==> src/rtl/l1_rd_data_port.sv <==
// L1 read return path: issues BRAM reads against a credit pool, aligns returning data with
// its stream id through a latency pipeline and hands it to the AFU through an in-order FIFO.
module l1_rd_data_port #(
    parameter int unsigned width        = 64,
    parameter int unsigned nstrms_width = 6,
    parameter int unsigned lat          = 2,
    parameter int unsigned depth        = 4,
    parameter int unsigned cnt_width    = $clog2(depth + 1)
) (
    input  logic                    clk,
    input  logic                    reset,
    input  logic                    i_addr_v,
    output logic                    i_addr_r,
    input  logic [nstrms_width-1:0] i_addr_sid,
    output logic                    o_bram_re,
    input  logic [width-1:0]        i_bram_data,
    output logic                    o_rd_v,
    input  logic                    o_rd_r,
    output logic [width-1:0]        o_rd_data,
    output logic [nstrms_width-1:0] o_rd_sid,
    output logic [cnt_width-1:0]    o_credits
);

    localparam int unsigned aw = (depth > 1) ? $clog2(depth) : 1;
    localparam logic [aw-1:0] last_idx = aw'(depth - 1);
    localparam logic [cnt_width-1:0] full_credits = cnt_width'(depth);

    logic [cnt_width-1:0]    credits_q, credits_d;
    logic [lat-1:0]          pv_q, pv_d;
    logic [nstrms_width-1:0] ps_q [lat];
    logic [nstrms_width-1:0] ps_d [lat];
    logic [aw-1:0]           wr_idx_q, wr_idx_d, rd_idx_q, rd_idx_d;
    logic                    wr_wrap_q, wr_wrap_d, rd_wrap_q, rd_wrap_d;
    logic [width-1:0]        dmem_q [depth];
    logic [width-1:0]        dmem_d [depth];
    logic [nstrms_width-1:0] smem_q [depth];
    logic [nstrms_width-1:0] smem_d [depth];

    logic issue, push, pop, empty;

    // Issue is also blocked while reset is asserted so no BRAM read escapes mid-reset.
    always_comb begin
        i_addr_r  = (credits_q != '0);
        issue     = i_addr_v & i_addr_r & ~reset;
        o_bram_re = issue;
        push      = pv_q[lat-1];
        empty     = (wr_idx_q == rd_idx_q) && (wr_wrap_q == rd_wrap_q);
        o_rd_v    = ~empty;
        pop       = o_rd_v & o_rd_r;
        o_rd_data = dmem_q[rd_idx_q];
        o_rd_sid  = smem_q[rd_idx_q];
        o_credits = credits_q;
    end

    // Stage lat-1 lines up with i_bram_data for the read issued lat cycles earlier.
    always_comb begin
        pv_d    = '0;
        ps_d    = ps_q;
        pv_d[0] = issue;
        ps_d[0] = i_addr_sid;
        for (int i = 1; i < int'(lat); i++) begin
            pv_d[i] = pv_q[i-1];
            ps_d[i] = ps_q[i-1];
        end
    end

    always_comb begin
        wr_idx_d  = wr_idx_q;
        wr_wrap_d = wr_wrap_q;
        rd_idx_d  = rd_idx_q;
        rd_wrap_d = rd_wrap_q;
        dmem_d    = dmem_q;
        smem_d    = smem_q;
        if (push) begin
            dmem_d[wr_idx_q] = i_bram_data;
            smem_d[wr_idx_q] = ps_q[lat-1];
            wr_idx_d         = (wr_idx_q == last_idx) ? '0 : wr_idx_q + 1'b1;
            wr_wrap_d        = wr_wrap_q ^ (wr_idx_q == last_idx);
        end
        if (pop) begin
            rd_idx_d  = (rd_idx_q == last_idx) ? '0 : rd_idx_q + 1'b1;
            rd_wrap_d = rd_wrap_q ^ (rd_idx_q == last_idx);
        end
    end

    // Credits cover in-flight reads plus buffered entries, so a push never finds the FIFO full.
    always_comb begin
        credits_d = credits_q;
        if (issue && !pop) begin
            credits_d = credits_q - cnt_width'(1);
        end else if (pop && !issue) begin
            credits_d = credits_q + cnt_width'(1);
        end
    end

    always_ff @(posedge clk or posedge reset) begin
        if (reset) begin
            credits_q <= full_credits;
            pv_q      <= '0;
            wr_idx_q  <= '0;
            wr_wrap_q <= 1'b0;
            rd_idx_q  <= '0;
            rd_wrap_q <= 1'b0;
            for (int i = 0; i < int'(lat); i++) begin
                ps_q[i] <= '0;
            end
            for (int i = 0; i < int'(depth); i++) begin
                dmem_q[i] <= '0;
                smem_q[i] <= '0;
            end
        end else begin
            credits_q <= credits_d;
            pv_q      <= pv_d;
            ps_q      <= ps_d;
            wr_idx_q  <= wr_idx_d;
            wr_wrap_q <= wr_wrap_d;
            rd_idx_q  <= rd_idx_d;
            rd_wrap_q <= rd_wrap_d;
            dmem_q    <= dmem_d;
            smem_q    <= smem_d;
        end
    end

endmodule

==> config.mk <==
export PLATFORM = sky130hd
export DESIGN_NAME = l1_rd_data_port
export DESIGN_NICKNAME = d
export VERILOG_FILES = /design/src/rtl/l1_rd_data_port.sv
export SDC_FILE = /design/constraint.sdc
export NUM_CORES = 1
export LEC_CHECK = 0
export ABC_AREA = 1
export ABC_CLOCK_PERIOD_IN_PS = 14310
export BUFFER_PORTS_ARGS = -buffer_cell sky130_fd_sc_hd__buf_2
export CORE_MARGIN = 3
export CORE_UTILIZATION = 25
export DETAILED_ROUTE_END_ITERATION = 10
export SLEW_MARGIN = 40
export SYNTH_ARGS = -nofsm -noshare
export SYNTH_HDL_FRONTEND = slang
export SYNTH_SLANG_ARGS = --single-unit
==> constraint.sdc <==
create_clock -name clk -period 14.31 [get_ports clk]
set_input_delay 0.7155 -clock clk [delete_from_list [all_inputs] [get_ports clk]]
set_output_delay 0.7155 -clock clk [all_outputs]
set_load 0.03 [all_outputs]
==> impl_metrics.csv <==
group,metric,value,unit
placement,post-place-cells,2173,
logic_synthesis,synth_seq_area_share,59.48,%
timing,rsz0062_at_grt,"false",
timing,max_clock_freq,0.2567,GHz
layout,synthToLayoutAreaGrowth,19.94,%
critical_path,r2r_start,"rd_idx_q[0]",
die,die_height,231.8,µm
logic_synthesis,ys_types,21,
power,leakage,7.318,nW
critical_path,cp-end-kind,"primary output",
clock_network,clock_path_buffers,3,
layout,n_antenna_cell,0,
timing,tightest_slew,0.8188,ns
clock_network,numCtsBuffers,36,
timing,tns,0,ns
logic_synthesis,synth_area_leaders,"dfrtp_1, o21ai_0, nand2_1",
die,ios,150,
layout,design_area,0.01529,mm²
clock_network,ctsResizeCount,0,
logic_synthesis,syn_area,0.01275,mm²
logic_synthesis,synth_top_area_cell,"dfrtp_1",
die,die_area,0.05375,mm²
grt,grt_pass1_vias,9984,
clock_network,cts_setup_buffers,0,
clock_network,clock_latency,0.53,ns
logic_synthesis,synth_nets,1527,
die,core_area,0.05027,mm²
routing,ant_nets,0,
layout,final_nets,1621,
grt,antenna_found_initial,1,
routing,dr.first_iter.drc_count,972,
critical_path,crit_required,13.59,ns
routing,wl,33930,µm
logic_synthesis,synth-seq-cells,303,
timing,setup_violations,0,
die,fp.dieW,231.8,µm
placement,gp_congestion,0.7355,
logic_synthesis,avgSynthCellArea,8.817,µm²
timing,min_period,3.895,ns
clock_network,clkSinkCount,303,
die,start_util,25.36,%
placement,hpwlAfterDp,19700,µm
critical_path,crit_start,"rd_idx_q[0]",
grt,overflow,0,
power,p_total,4.113,mW
grt,grtUsageTotal,12.59,%
timing,skew,0.01620,ns
timing,timing.final.crit_share,27.22,%
layout,layout_common_cells,"o21ai_0, dfrtp_1, nand2_1, buf_2, nor2_1",
placement,port_buffers,149,
critical_path,critPathKind,"reg2out",
clock_network,h-tree-depth,2,
clock_network,clk_pin_slew,0.06,ns
critical_path,crit_path_max_fanout,78,
routing,drt_first_pass_iters,5,
routing,vias_per_cell,4.629,
critical_path,worstPathArrival,3.18,ns
power,cellPowerDensity,269.0,mW/mm²
die,row_count,82,
placement,placed_cell_area,0.01401,mm²
flow_run,cap_violations,0,
layout,instances_no_fill,2240,
hold_path,worstHoldPathType,"in2async",
layout,final_common_cell,"o21ai_0",
power,vdd_ir_drop_max,0.0001471,V
routing,wl_per_cell,15.15,µm
grt,grt_pass1_wl,54510,µm
layout,drive_above_1_share,14.92,%
timing,drv_slew,0,
run_status,outcome,"finished, final reports clean",
timing,relSlewSlack,45.33,%
routing,num_vias,10370,
clock_network,hold_buffers,0,
timing,hold_violations,0,
clock_network,cts_tree,"done",
critical_path,cp-start-kind,"flip-flop",
logic_synthesis,synth_cells,1446,
logic_synthesis,synth_top_area_share,59.27,%
logic_synthesis,yosysWarnings,0,
clock_network,cts_root_buffer,"clkbuf_16",
routing,drc,0,
grt,grt_start_max_net_pins,84,
metal layers:
layer,vias to the layer above,track usage (%),share of wire (%)
met5,-,0,0
met1,5012,17.42,46
met2,325,19.84,45
met3,47,2.380,6.4
met4,0,4.144,2.2
li1,4984,-,-
path summary, 6_finish.rpt:
path | end | slack, ns | depth (start not counted)
min | dmem_q[209] | 0.24 | 2
max | o_rd_data[11] | 10.42 | 6
max in group asynchronous | dmem_q[47] | 12.39 | 4
min in group clk | ps_d[0] | 0.29 | 1
min reg2reg | ps_q[0] | 0.35 | 0
max reg2reg | o_credits[2] | 11.14 | 12
layout make-up:
cell class                 count  area [µm²]
clock buffer                  51        1079
clock inverter                15       170.2
sequential                   303        7589
inverter                      81       314.1
multi-input combinational    956        4425
timing repair buffer         162       874.6
fill                        5314       34980
tap                          672       840.8
cell usage after synthesis, drive strengths merged:
library cell  instances
xnor2                 3
clkbuf               60
dfrtp               302
a21oi                 1
o21ai               424
fa                    1
nor2                143
dfstp                 1
xor2                  2
buf                  46
inv                  81
o22ai                70
nand3                 4
nand2               301
ha                    6
nor3                  1
worst max-delay path, stage by stage (launching register included):
cell and delay (ns):
dfrtp_4 0.65, buf_12 0.26, inv_4 0.50, buf_6 0.58, o21ai_0 0.16, o22ai_1 0.23, buf_2 0.24
report_power, final:
part | switching, mW | internal (mW)
logic | 1.15 | 0.514
registers | 0.232 | 1.27
clock network | 0.366 | 0.582
total | 1.75 | 2.37
flip-flops by register name (all words and copies together), names as in the netlist:
name,flops
ps_q,6
rd_idx_q,2
rd_wrap_q,1
wr_idx_q,2
smem_q,24
o_credits,3
pv_q,2
dmem_q,256
wr_wrap_q,1
ps_d,6
logic make-up (layout without fill, tap and decap cells):
kind of cell / count (synthesis) / in the layout / synth area share, %
AOI/OAI and AO/OA: 495 / 495 / 20.12
and+or+nand+nor: 449 / 449 / 13.27
xor gates and xnor gates: 5 / 5 / 0.3435
adders and majority gates: 7 / 7 / 0.7458
buffers and inverters: 187 / 309 / 6.045
DFF: 303 / 303 / 59.48
per-stage QoR:
stage                     utilization (%)  hold slack (ns)  setup slack (ns)
final                               30.42           0.2443             10.42
after global placement              27.86           0.3336             10.68
after floorplan                         -           0.3312             5.203
after detailed placement            27.87           0.3355             10.70
after global routing                30.42           0.2571             10.15
after CTS                           30.36           0.2507             10.10
Power figures use the tool's default switching activity.
